`src/rtl/pll_lock_sequencer.sv`:
```
// Brings the phi/theta sensor PLLs out of reset, waits for stable lock, then
// releases the TDC reset; recovers from lock loss and retries timeouts on its own.
module pll_lock_sequencer #(
    parameter int unsigned RST_CYCLES     = 16,
    parameter int unsigned LOCK_STABLE    = 64,
    parameter int unsigned LOCK_TIMEOUT   = 4096,
    parameter int unsigned TDC_RST_CYCLES = 8,
    parameter int unsigned MAX_RETRIES    = 3
) (
    input  logic        clk_clk,
    input  logic        reset_reset,
    input  logic        start,
    input  logic        clear_error,
    input  logic        phi_locked,
    input  logic        theta_locked,
    output logic        reset_phi,
    output logic        reset_theta,
    output logic        tdc_reset,
    output logic        ready,
    output logic        error,
    output logic        busy,
    output logic [31:0] status_export
);

    typedef enum logic [2:0] {
        S_IDLE      = 3'd0,
        S_RST_PLL   = 3'd1,
        S_WAIT_LOCK = 3'd2,
        S_TDC_RST   = 3'd3,
        S_RUN       = 3'd4,
        S_ERROR     = 3'd5
    } state_t;

    localparam logic [15:0] RST_LAST     = 16'(RST_CYCLES - 1);
    localparam logic [15:0] STABLE_LAST  = 16'(LOCK_STABLE - 1);
    localparam logic [15:0] TIMEOUT_LAST = 16'(LOCK_TIMEOUT - 1);
    localparam logic [15:0] TDC_LAST     = 16'(TDC_RST_CYCLES - 1);
    localparam logic [3:0]  RETRY_MAX    = 4'(MAX_RETRIES);

    state_t      state, state_nxt;
    logic [1:0]  phi_sync, theta_sync;
    logic        phi_s, theta_s, both_locked;
    logic [15:0] phase, phase_nxt;
    logic [15:0] stab, stab_nxt;
    logic [3:0]  retry_cnt, retry_nxt;
    logic [7:0]  lock_loss_cnt, lock_loss_nxt;

    assign phi_s       = phi_sync[1];
    assign theta_s     = theta_sync[1];
    assign both_locked = phi_s & theta_s;

    always_comb begin
        state_nxt     = state;
        retry_nxt     = retry_cnt;
        lock_loss_nxt = lock_loss_cnt;
        case (state)
            S_IDLE: begin
                if (start) begin
                    state_nxt = S_RST_PLL;
                    retry_nxt = '0;
                end
            end
            S_RST_PLL: begin
                if (phase == RST_LAST) state_nxt = S_WAIT_LOCK;
            end
            S_WAIT_LOCK: begin
                // Lock success is checked first so it wins over a coincident timeout.
                if (both_locked && stab == STABLE_LAST) begin
                    state_nxt = S_TDC_RST;
                end else if (phase == TIMEOUT_LAST) begin
                    if (retry_cnt < RETRY_MAX) begin
                        retry_nxt = retry_cnt + 4'd1;
                        state_nxt = S_RST_PLL;
                    end else begin
                        state_nxt = S_ERROR;
                    end
                end
            end
            S_TDC_RST: begin
                if (phase == TDC_LAST) state_nxt = S_RUN;
            end
            S_RUN: begin
                if (!both_locked) begin
                    state_nxt = S_RST_PLL;
                    retry_nxt = '0;
                    if (lock_loss_cnt != 8'hFF) lock_loss_nxt = lock_loss_cnt + 8'd1;
                end else if (start) begin
                    state_nxt = S_RST_PLL;
                    retry_nxt = '0;
                end
            end
            S_ERROR: begin
                if (clear_error) begin
                    state_nxt = S_IDLE;
                    retry_nxt = '0;
                end
            end
            default: state_nxt = S_IDLE;
        endcase

        phase_nxt = (state_nxt != state) ? 16'd0 : phase + 16'd1;
        // Any unlocked cycle restarts the stability window.
        stab_nxt  = (state == S_WAIT_LOCK && state_nxt == S_WAIT_LOCK && both_locked)
                    ? stab + 16'd1 : 16'd0;
    end

    always_ff @(posedge clk_clk) begin
        if (reset_reset) begin
            state         <= S_IDLE;
            phi_sync      <= '0;
            theta_sync    <= '0;
            phase         <= '0;
            stab          <= '0;
            retry_cnt     <= '0;
            lock_loss_cnt <= '0;
            reset_phi     <= 1'b1;
            reset_theta   <= 1'b1;
            tdc_reset     <= 1'b1;
            ready         <= 1'b0;
            error         <= 1'b0;
            busy          <= 1'b0;
            status_export <= '0;
        end else begin
            phi_sync      <= {phi_sync[0], phi_locked};
            theta_sync    <= {theta_sync[0], theta_locked};
            state         <= state_nxt;
            phase         <= phase_nxt;
            stab          <= stab_nxt;
            retry_cnt     <= retry_nxt;
            lock_loss_cnt <= lock_loss_nxt;
            // Outputs are registered from the next state so they track the state register.
            reset_phi     <= state_nxt inside {S_IDLE, S_RST_PLL, S_ERROR};
            reset_theta   <= state_nxt inside {S_IDLE, S_RST_PLL, S_ERROR};
            tdc_reset     <= state_nxt != S_RUN;
            ready         <= state_nxt == S_RUN;
            error         <= state_nxt == S_ERROR;
            busy          <= state_nxt inside {S_RST_PLL, S_WAIT_LOCK, S_TDC_RST};
            status_export <= {8'h00, lock_loss_nxt, 4'h0, retry_nxt, 2'b00,
                              state_nxt == S_ERROR, state_nxt == S_RUN, 1'b0, state_nxt};
        end
    end

endmodule

```
`config.mk`:
```
export PLATFORM = sky130hd
export DESIGN_NAME = pll_lock_sequencer
export DESIGN_NICKNAME = d
export VERILOG_FILES = /design/src/rtl/pll_lock_sequencer.sv
export SDC_FILE = /design/constraint.sdc
export NUM_CORES = 1
export LEC_CHECK = 0
export CORE_MARGIN = 4
export CORE_UTILIZATION = 56
export CTS_BUF_LIST = sky130_fd_sc_hd__clkbuf_2
export DETAILED_ROUTE_END_ITERATION = 8
export PLACE_DENSITY = 0.86
export SYNTH_ARGS = -nofsm -noshare
export SYNTH_HDL_FRONTEND = slang
export SYNTH_SLANG_ARGS = --single-unit
export TNS_END_PERCENT = 100
```
`constraint.sdc`:
```
create_clock -name clk_clk -period 2.9 [get_ports clk_clk]
set_input_delay 0.435 -clock clk_clk [delete_from_list [all_inputs] [get_ports clk_clk]]
set_output_delay 0.435 -clock clk_clk [all_outputs]
set_load 0.02 [all_outputs]
```
Word level (Yosys, flattened, before mapping). Cells that the tools add are included.

$add $sub $neg: 4. $lt $le $gt $ge: 1. Eq/ne operators: 17. Multiplexer cells: 19. Bitwise gates (word level): 2. Reductions and logical operators: 9.

Operators by type and width (count): adder 16 x 1 -> 16 bit (second input constant) (2); 2-to-1 mux 3 bit (8); 2-to-1 mux 4 bit (6); 2-to-1 mux 8 bit (3); case mux 3 bit (6 select lines) (1); == test 16 x 12 -> 1 bit (second input constant) (1); == test 16 x 3 -> 1 bit (second input constant) (1); == test 16 x 4 -> 1 bit (second input constant) (1); == test 16 x 6 -> 1 bit (second input constant) (1); case mux 4 bit (4 select lines) (1); == test 3 x 2 -> 1 bit (second input constant) (4); == test 3 bit (second input constant) (4); adder 8 x 1 -> 8 bit (second input constant) (1); inequality test 8 bit (second input constant) (1); == test 3 x 1 -> 1 bit (second input constant) (2); logical NOT 3 bit (2); nonzero test 3 bit (2); adder 4 x 1 -> 4 bit (second input constant) (1); < comparator 4 x 2 -> 1 bit (second input constant) (1); OR reduction 2 bit (2); logical AND 1 bit (3); inequality test 3 bit (1); inequality test 3 bit (second input constant) (1); bitwise AND 1 bit (1); NOT 1 bit (1).

Flip-flop bits (word level): 88. Bits of input ports: 6. Output and inout port bits: 38.

Logic depth before layout (Yosys ltp). Gate-level depths: netlist of the first run.

Word-level depth: 10. Mapped depth: 8. Gate-level depth less buffers: 6.

Worst setup path before layout of the first run. OpenSTA, ideal clock, no wires.

Path type: register to register. Start point: register phase[13]. End point: register phase[10]. Setup time: 126 ps. Arrival: 2440 ps. Data required time: 2774 ps. Path slack: 334 ps. Cell stages (with the launch flop): 8. Buffers on the path: 2. Clock period less this slack: 2566 ps. Cell sequence: dfxtp_1 > or4_1 > buf_2 > or4_1 > a22o_1 > a211oi_2 > buf_2 > a211oi_1.

Word-level cells in the longest chain between the ends: 6. Elaborated cells between the ends (all ways): 10.

RTL lines: from (decl) (RTL line 43) `logic [15:0] phase, phase_nxt;`; from (signal assigned) (RTL line 127) `phase <= phase_nxt;`; == test 16 x 12 -> 1 bit (RTL line 70) `end else if (phase == TIMEOUT_LAST) begin`; 2-to-1 mux 3 bit (RTL line 70); 2-to-1 mux 3 bit (RTL line 68) `if (both_locked && stab == STABLE_LAST) begin`; case mux 3 bit (6 select lines) (*) (RTL line 56) `case (state)`; inequality test 3 bit (*) (RTL line 101) `phase_nxt = (state_nxt != state) ? 16'd0 : phase + 16'd1;`; OR reduction 2 bit (no source line) (*).

Mark *: on every way between the ends. The rest lies on a longest branch, timed or not. A chain may end at the register's enable or synchronous reset.

Worst setup path after layout of the first run.
Start point: register phase[13]. End point: register stab[5].

Word-level cells in the longest chain between the ends: 9. Elaborated cells between the ends (all ways): 13.

RTL lines: == test 16 x 12 -> 1 bit (RTL line 70); 2-to-1 mux 3 bit (RTL line 70); 2-to-1 mux 3 bit (RTL line 68); case mux 3 bit (6 select lines) (*) (RTL line 56); == test 3 x 2 -> 1 bit (*) (RTL line 103) `stab_nxt = (state == S_WAIT_LOCK && state_nxt == S_WAIT_LOCK && both_locked)`; logical AND 1 bit (*) (2 in series) (RTL line 103); NOT 1 bit (no source line) (*); OR reduction 2 bit (no source line) (*); to (signal assigned) (RTL line 128) `stab <= stab_nxt;`; to (decl) (RTL line 44) `logic [15:0] stab, stab_nxt;`.

Marks and branches as above.

==> results of run 1 <==
[metrics by stage]
step	setup WS, ns	utilization (%)	instance area, um2	hold WS, ns	cells
2_1_floorplan	0.334	-	2890	0.414	333
6_report	0.181	65.5	3150	0.469	412
3_5_place_dp	0.231	64.5	3110	0.428	404
4_1_cts	0.184	65.5	3150	0.467	412
5_1_grt	0.00294	65.5	3150	0.457	412
3_3_place_gp	0.328	64.5	3110	0.417	404
[synth_stat cells, types with 2 or more instances]
cell        n
o2111ai_1   2
or2_2       2
a21boi_0    2
nor4_1      8
xnor2_1    15
and4_1      4
clkbuf_1    7
a21oi_1    10
o41ai_1     2
or3_1       3
mux2i_1     2
a211oi_1   18
buf_2       5
or4_1       9
dfxtp_1    56
nand4_1    10
ha_1        4
xor2_1     16
and2_1      5
mux2_2      2
nand2b_1    3
nand3_1    16
and3_1      7
nor2_1     30
nor2b_1     8
inv_1       9
nand2_1    15
buf_4      18
nor3_1      8
[metal layers]
metal | vias up | wire, um | track usage, %
met5 | - | 0 | 0
met4 | 0 | 92 | 7.22
met3 | 11 | 331 | 3.29
met2 | 83 | 3090 | 36.6
met1 | 1126 | 2550 | 26.0
li1 | 1171 | - | -
[cells by family (layout without fill, tap and decap cells)]
kind of cell,after synthesis,count (layout)
AND/OR/NAND/NOR,135,135
buffers and inverters,39,51
XOR/XNOR,31,31
multiplexers,4,4
AO/OA/AOI/OAI,49,49
flip-flops,56,56
other,1,15
adder cells (fa/ha/maj),4,4
[state kept, by name, summed over array words and instances (netlist names)]
signal and cells:
theta_sync 2, status_export 17, phi_sync 2, stab 16, tdc_reset 1, phase 16, busy 1, reset_theta 1
[worst register-to-register path, delay by kind of cell, from the launching register on]
| kind | cells | cell delay [ns] |
|---|---|---|
| and+or+nand+nor | 3 | 1.60 |
| AOI/OAI and AO/OA | 2 | 0.64 |
| DFF | 1 | 0.40 |
[final cells by class]
class	instances	area share, %
Tap cell	67	2.66
Sequential cell	56	35.5
Multi-Input combinational cell	238	48.9
Inverter	9	1.07
Clock inverter	3	0.674
Timing Repair Buffer	34	10.3
Clock buffer	5	0.793
[worst max-delay path by stage]
stage / slack, ns / cells past startpoint / startpoint / to
after floorplan: 0.33 / 7 / phase[13]$_SDFF_PP0_ / phase[10]$_SDFF_PP0_
after global placement: 0.33 / 5 / phase[13]$_SDFF_PP0_ / stab[9]$_SDFF_PP0_
after detailed placement: 0.23 / 5 / phase[13]$_SDFF_PP0_ / stab[11]$_SDFF_PP0_
after CTS: 0.18 / 5 / phase[13]$_SDFF_PP0_ / stab[5]$_SDFF_PP0_
after global routing: 0.003 / 5 / phase[13]$_SDFF_PP0_ / stab[5]$_SDFF_PP0_
final: 0.18 / 5 / phase[13]$_SDFF_PP0_ / stab[5]$_SDFF_PP0_
[power by group]
group | switching, mW | total [mW] | internal (mW)
logic | 0.0531 | 0.0810 | 0.0279
clock network | 0.252 | 0.313 | 0.0610
registers | 0.00892 | 0.790 | 0.781
total | 0.314 | 1.18 | 0.870
==> impl_metrics.py, run 1 <==
metrics = {
    "sta": {
        "worst_slew_pin_slew_ns": 0.729,
        "rsz0062_at_grt": "no",
        "setup_viol": 0,
        "hold_viol": 0,
        "clock.fmax_mhz": 368,
        "period_minus_slack_ns": 2.72,
        "tns_ns": 0,
        "clock_skew_ns": 0.0322,
        "fin_crit_sh_pct": 93.8,
        "slew_headroom_pct": 50.1,
        "slew_violations": 0,
    },
    "place": {
        "hpwl_um": 4530,
        "gp_congestion": 0.867,
        "io_buffers": 28,
    },
    "critical_path": {
        "r2r_start": "phase[13]$_SDFF_PP0_",
        "crit_chain": "or4_1 > o41ai_4 > o31ai_2 > or4_1 > nor4_1",
        "cp_common_cell": "or4_1",
        "cp_top_family": "simple AND/OR/NAND/NOR gates",
        "path_buf_inv": 0,
        "critical_path_peak_fanout": 6,
        "cp_slowest_cell": "or4_1",
        "r2r_slack_ns": 0.18,
        "worstSetupPathType": "reg2reg",
        "timing.rr.end": "stab[5]$_SDFF_PP0_",
        "slowest_delay_ns": 0.67,
        "required_ns": 3.28,
        "worstPathArrival_ns": 3.10,
        "ff2ff_path_depth": 5,
        "worst_setup_path_end_kind": "register",
        "critPathLaunchType": "register",
    },
    "die": {
        "initial_core_util_pct": 58.8,
        "pin_count": 44,
        "die_w_um": 79.1,
        "core_area_um2": 4820,
        "fp-row-count": 25,
        "dieArea_um2": 6260,
        "die_y_um": 79.1,
    },
    "run_status": {
        "status": "finished, final reports clean",
    },
    "drt": {
        "wire_per_inst_um": 14.7,
        "antenna_left": 0,
        "first_pass_iters": 4,
        "routed_wl_um": 6060,
        "drcViolationCount": 0,
        "via_count": 2391,
        "drtIter0Drc": 121,
        "avgViaCountPerCell": 5.80,
    },
    "finish": {
        "regArea_um2": 1120,
        "area_growth_pct": 11.4,
        "diodes": 0,
        "layout_common_cells": "dfxtp_1, nor2_1, clkdlybuf4s50_1",
        "final_common_cell": "dfxtp_1",
        "final_nets": 354,
        "drive_above_1_share_pct": 6.38,
        "multi_input_area_um2": 1540,
        "fillers": 411,
    },
    "cts": {
        "clk_pin_slew_ns": 0.28,
        "clock_latency_ns": 0.47,
        "clockBufferDepth": 2,
        "postCtsSetupRepairBufs": 0,
        "root_buffer": "clkbuf_2",
        "cts_buffers": 5,
        "ctsResizeCount": 0,
        "cts_tree": "done",
        "h-tree-depth": 2,
        "cts-hold-fix-buffers": 0,
        "cts.sinks": 56,
    },
    "hold_path": {
        "min_from": "theta_sync[0]$_SDFF_PP0_",
        "hold_class": "reg2reg",
        "min_to": "theta_sync[1]$_SDFF_PP0_",
        "hold_depth": 1,
    },
    "synth": {
        "ys_seq_area_share_pct": 39.6,
        "synth-xor-area-share_pct": 9.58,
        "async_reset_ff_share_pct": 0,
        "synth_cells": 319,
        "yosys.area_share.simple_pct": 26.3,
        "ys_seq_elements": 56,
        "synth_top_area_cell": "dfxtp_1",
        "synth_top_area_share_pct": 39.6,
        "synth-compound-area-share_pct": 13.3,
        "synth_cell_types": 52,
        "synth_edf_count": 0,
        "synth_area_leaders": "dfxtp_1, xor2_1, a211oi_1",
        "syn_area_per_cell_um2": 8.88,
        "synthAdderAreaFrac_pct": 1.77,
        "synth_warnings": 0,
        "ys.flop_type": "dfxtp_1",
        "synth_mux_area_share_pct": 1.50,
        "synth_top_family_by_area": "simple AND/OR/NAND/NOR gates",
        "synth_area_um2": 2830,
    },
    "global_routing": {
        "grt_usage_pct": 20.9,
        "grt_max_degree": 21,
        "gr-total-overflow": 0,
        "antenna_found_initial": 0,
        "grt_pass1_wl_um": 10600,
        "first_global_vias": 2318,
    },
    "power_and_ir_drop": {
        "ir_worst_vdd_v": 0.000255,
        "power.total_mw": 1.18,
        "p_leak_nw": 1.09,
        "powerDensity_nw_per_um2": 375,
    },
    "job": {
        "cap_violations": 0,
    },
}
(Power assumes the default switching activity.)
==> run 2: changes to the inputs <==
--- a/config.mk
+++ b/config.mk
@@ -8,8 +8,9 @@
 export CORE_MARGIN = 4
 export CORE_UTILIZATION = 56
 export CTS_BUF_LIST = sky130_fd_sc_hd__clkbuf_2
+export CTS_CLUSTER_SIZE = 10
 export DETAILED_ROUTE_END_ITERATION = 8
-export PLACE_DENSITY = 0.86
+export PLACE_DENSITY = 0.83
 export SYNTH_ARGS = -nofsm -noshare
 export SYNTH_HDL_FRONTEND = slang
 export SYNTH_SLANG_ARGS = --single-unit
==> impl_metrics.py, run 2 (synthesized netlist as in run 1, its figures left out) <==
metrics = {
    "run_status": {
        "status": "finished, final reports clean",
    },
    "finish": {
        "diodes": 0,
        "final_nets": 355,
        "reg_top3": "status_export (17), phase (16), stab (16)",
        "largest_reg_flops": 17,
        "top_register": "status_export",
        "layout_common_cells": "dfxtp_1, nor2_1, clkdlybuf4s50_1",
        "final_common_cell": "dfxtp_1",
        "area_growth_pct": 11.1,
        "drive_above_1_share_pct": 5.80,
    },
    "critical_path": {
        "crit_chain": "or4_1 > o41ai_4 > o31ai_2 > or4_1 > nor4_1",
        "cp_common_cell": "or4_1",
        "worst_setup_path_end_kind": "register",
        "worstPathArrival_ns": 3.11,
        "cp_slowest_cell": "or4_1",
        "r2r_slack_ns": 0.15,
        "critPathLaunchType": "register",
        "slowest_delay_ns": 0.66,
        "worstSetupPathType": "reg2reg",
        "required_ns": 3.26,
        "critical_path_peak_fanout": 6,
    },
    "place": {
        "io_buffers": 28,
        "hpwl_um": 4220,
        "gp_congestion": 0.852,
        "dp_slack_ns": 0.188,
    },
    "power_and_ir_drop": {
        "p_int_uw": 859,
        "powerDensity_nw_per_um2": 362,
        "p_sw_uw": 281,
        "p_leak_nw": 1.09,
        "p_comb_share_pct": 7.3,
        "ir_worst_vdd_v": 0.000295,
        "power_frac_seq_pct": 69.1,
        "swShare_pct": 24.7,
        "clock_power_share_pct": 23.6,
    },
    "cts": {
        "postCtsSetupRepairBufs": 0,
        "clk_pin_slew_ns": 0.25,
        "root_buffer": "clkbuf_2",
        "cts-hold-fix-buffers": 0,
        "cts.sinks": 56,
        "h-tree-depth": 2,
        "clock_latency_ns": 0.43,
        "cts_buffers": 5,
        "cts_tree": "done",
        "clockBufferDepth": 2,
        "ctsResizeCount": 0,
    },
    "drt": {
        "drcViolationCount": 0,
        "routed_wl_um": 5740,
        "via_count": 2358,
        "wire_per_inst_um": 13.9,
        "avgViaCountPerCell": 5.72,
        "drtIter0Drc": 146,
        "antenna_left": 0,
        "first_pass_iters": 4,
    },
    "global_routing": {
        "use_met2_pct": 31.0,
        "antenna_found_initial": 0,
        "grt_usage_pct": 18.7,
        "grt_max_degree": 21,
        "use_met3_pct": 3.63,
        "busiest_layer": "met2",
        "gr-total-overflow": 0,
        "first_global_vias": 2150,
        "grt_pass1_wl_um": 9580,
        "use_met1_pct": 24.2,
    },
    "die": {
        "die_w_um": 79.1,
        "dieArea_um2": 6260,
        "die_y_um": 79.1,
        "pin_count": 44,
        "core_area_um2": 4820,
        "fp-row-count": 25,
        "initial_core_util_pct": 58.8,
    },
    "job": {
        "cap_violations": 0,
    },
    "sta": {
        "fin_crit_sh_pct": 95.0,
        "rsz0062_at_grt": "no",
        "worst_slew_pin_slew_ns": 0.617,
        "clock_skew_ns": 0.0314,
        "setup_viol": 0,
        "final.setup.worst_slack_ns": 0.145,
        "tns_ns": 0,
        "hold_viol": 0,
        "slew_violations": 0,
        "slew_headroom_pct": 58.5,
        "period_minus_slack_ns": 2.75,
        "clock.fmax_mhz": 363,
    },
    "hold_path": {
        "hold_class": "reg2reg",
    },
}
run 2: cell count changes in the layout (fill, tap and decap cells not counted), sizes merged:
cell	before	now
buf	6	7
clkinvlp	1	0
clkinv	1	2
inv	10	9
run 2: critical path: cells and delay by family (launching register included):
family           cells  cell delay (ns)
AO/OA/AOI/OAI        2             0.65
flip-flops           1             0.41
AND/OR/NAND/NOR      3             1.64
run 2: worst paths after layout:
kind	cells after the start	from	endpoint
setup reg to reg	5	phase[12]$_SDFF_PP0_	stab[11]$_SDFF_PP0_
hold / removal	1	phi_sync[0]$_SDFF_PP0_	phi_sync[1]$_SDFF_PP0_
setup / recovery	5	phase[12]$_SDFF_PP0_	stab[11]$_SDFF_PP0_
hold reg to reg	1	phi_sync[0]$_SDFF_PP0_	phi_sync[1]$_SDFF_PP0_
run 2: layer usage:
| layer | vias up | share of wire (%) | wire length (um) |
|---|---|---|---|
| li1 | 1173 | - | - |
| met1 | 1100 | 46 | 2650 |
| met2 | 73 | 48 | 2730 |
| met3 | 12 | 4.5 | 256 |
| met4 | 0 | 1.8 | 104 |
| met5 | - | 0 | 0 |
run 2: final cells by class:
type	count	area, um2
Sequential cell	56	1120
Inverter	9	33.8
Timing Repair Buffer	35	333
Clock buffer	5	25.0
Clock inverter	2	7.51
Multi-Input combinational cell	238	1540
Tap cell	67	83.8
Fill cell	414	1670
run 2: stage by stage:
| step | hold WS (ns) | instances | util, % | power [mW] | area, um2 |
|---|---|---|---|---|---|
| 6_report | 0.460 | 412 | 65.4 | 1.14 | 3150 |
| 5_1_grt | 0.475 | 412 | 65.4 | 1.19 | 3150 |
| 4_1_cts | 0.463 | 412 | 65.4 | 1.15 | 3150 |
| 3_5_place_dp | 0.425 | 405 | 64.7 | 0.885 | 3120 |
| 3_3_place_gp | 0.421 | 405 | 64.7 | 0.883 | 3120 |
| 2_1_floorplan | 0.414 | 333 | - | 0.876 | 2890 |
run 2: power groups by stage:
| stage | Combinational (mW) | Sequential (mW) | Clock (mW) |
|---|---|---|---|
| detailed placement | 0.0824 | 0.802 | 0 |
| global placement | 0.0811 | 0.802 | 0 |
| finish | 0.0838 | 0.788 | 0.269 |
| floorplan | 0.0744 | 0.802 | 0 |
| global route | 0.0913 | 0.791 | 0.311 |
| CTS | 0.0829 | 0.788 | 0.279 |
==> run 3: changes to the inputs <==
==> constraint.sdc (replaced) <==
create_clock -name clk_clk -period 2.8 [get_ports clk_clk]
set_input_delay 0.42 -clock clk_clk [delete_from_list [all_inputs] [get_ports clk_clk]]
set_output_delay 0.42 -clock clk_clk [all_outputs]
set_load 0.02 [all_outputs]
==> impl_metrics.py, run 3 (synthesized netlist as in run 1, its figures left out) <==
metrics = {
    "global_routing": {
        "first_global_vias": 2077,
        "grt_max_degree": 21,
        "antenna_found_initial": 0,
        "grt_pass1_wl_um": 9670,
        "gr-total-overflow": 0,
        "grt_usage_pct": 19.2,
    },
    "cts": {
        "root_buffer": "clkbuf_2",
        "clk_pin_slew_ns": 0.26,
        "cts-hold-fix-buffers": 0,
        "cts_tree": "done",
        "h-tree-depth": 2,
        "clockBufferDepth": 2,
        "cts.sinks": 56,
        "cts_buffers": 5,
        "clock_latency_ns": 0.45,
    },
    "critical_path": {
        "worst_setup_path_end_kind": "register",
        "required_ns": 3.18,
        "r2r_slack_ns": 0.12,
        "worstPathArrival_ns": 3.06,
        "critPathLaunchType": "register",
        "worstSetupPathType": "reg2reg",
        "critical_path_peak_fanout": 6,
    },
    "drt": {
        "first_pass_iters": 4,
        "routed_wl_um": 5730,
        "avgViaCountPerCell": 5.54,
        "drtIter0Drc": 137,
        "drcViolationCount": 0,
        "wl_met2_um": 2750,
        "antenna_left": 0,
        "highest_layer": "met4",
        "via_count": 2287,
        "wire_per_inst_um": 13.9,
        "dr_wl_met3_um": 196,
        "routedLengthMet1_um": 2690,
    },
    "sta": {
        "tns_ns": 0,
        "hold_viol": 0,
        "worst_slew_pin_slew_ns": 0.619,
        "setup_viol": 0,
        "slew_violations": 0,
        "rsz0062_at_grt": "no",
        "final.setup.worst_slack_ns": 0.117,
        "clock.fmax_mhz": 373,
        "period_minus_slack_ns": 2.68,
        "slew_headroom_pct": 58.4,
        "clock_skew_ns": 0.0292,
        "fin_crit_sh_pct": 95.8,
    },
    "power_and_ir_drop": {
        "p_sw_uw": 300,
        "p_leak_nw": 1.09,
        "power.total_mw": 1.19,
        "p_comb_share_pct": 7.3,
        "clock_power_share_pct": 24.1,
        "swShare_pct": 25.2,
        "ir_worst_vdd_v": 0.000204,
        "powerDensity_nw_per_um2": 377,
        "p_int_uw": 890,
        "power_frac_seq_pct": 68.6,
    },
    "finish": {
        "top_register": "status_export",
        "largest_reg_flops": 17,
        "layout_common_cells": "dfxtp_1, nor2_1, clkdlybuf4s50_1",
        "drive_above_1_share_pct": 6.36,
        "final_common_cell": "dfxtp_1",
        "area_growth_pct": 11.5,
        "fin_util_pct": 65.6,
        "diodes": 0,
        "reg_top3": "status_export (17), phase (16), stab (16)",
        "layout.cells.non_filler": 413,
        "final_nets": 356,
        "fillers": 425,
    },
    "place": {
        "io_buffers": 28,
        "gp_congestion": 0.835,
        "dp_slack_ns": 0.132,
        "hpwl_um": 4230,
        "place_inst": 406,
    },
    "die": {
        "die_w_um": 79.1,
        "pin_count": 44,
        "dieArea_um2": 6260,
        "fp-row-count": 25,
        "initial_core_util_pct": 58.8,
        "core_area_um2": 4820,
        "die_y_um": 79.1,
    },
    "hold_path": {
        "hold_class": "reg2reg",
    },
    "run_status": {
        "status": "finished, final reports clean",
    },
    "job": {
        "cap_violations": 0,
    },
}
-- run 3: cell types whose count changed in the layout (fill, tap and decap cells not counted) --
cell   delta
buf_4     +1
or4_4     +1
or4_1     -1
-- run 3: per-layer routing --
metal / track usage (%) / up-vias
met5: 0 / -
met3: 3.51 / 9
met2: 32.5 / 45
met1: 24.3 / 1057
li1: - / 1176
met4: 6.87 / 0
-- run 3: power by group through the flow --
stage                     Sequential [mW]  Combinational, mW  Clock (mW)
after detailed placement            0.831             0.0855           0
after floorplan                     0.830             0.0771           0
after CTS                           0.817             0.0861       0.296
after global routing                0.819             0.0960       0.322
after global placement              0.830             0.0838           0
final                               0.816             0.0869       0.286
-- run 3: worst paths after layout --
path / to / cells past startpoint / from
hold / removal: theta_sync[1]$_SDFF_PP0_ / 1 / theta_sync[0]$_SDFF_PP0_
setup reg to reg: stab[5]$_SDFF_PP0_ / 5 / phase[5]$_SDFF_PP0_
setup / recovery: stab[5]$_SDFF_PP0_ / 5 / phase[5]$_SDFF_PP0_
hold reg to reg: theta_sync[1]$_SDFF_PP0_ / 1 / theta_sync[0]$_SDFF_PP0_
-- run 3: repair_timing --
| action | 4_1_cts | 5_1_grt |
|---|---|---|
| endpoints found under the setup margin | 0 | 6 |
| gates resized for setup | 0 | 1 |
| setup buffers | 0 | 0 |
| endpoints found under the hold margin | 0 | 0 |
-- run 3: final cells by class --
class                           instances  area, um2  share of cell area, %
Multi-Input combinational cell        238       1550                   49.0
Sequential cell                        56       1120                   35.5
Timing Repair Buffer                   36        340                   10.8
Tap cell                               67       83.8                   2.65
Inverter                                9       33.8                   1.07
Clock buffer                            5       25.0                  0.792
Clock inverter                          2       7.51                  0.238
-- run 3: critical path, cell delays in order, from the launching register on --
cell and delay, ns:
dfxtp_1 0.41, or4_1 0.61, o41ai_4 0.41, o31ai_2 0.19, or4_1 0.65, nor4_1 0.33
-- run 3: through the flow --
step	hold slack (ns)	cell area [um2]
floorplan	0.414	2890
global placement	0.417	3120
detailed placement	0.427	3120
CTS	0.466	3160
global route	0.480	3160
finish	0.463	3160
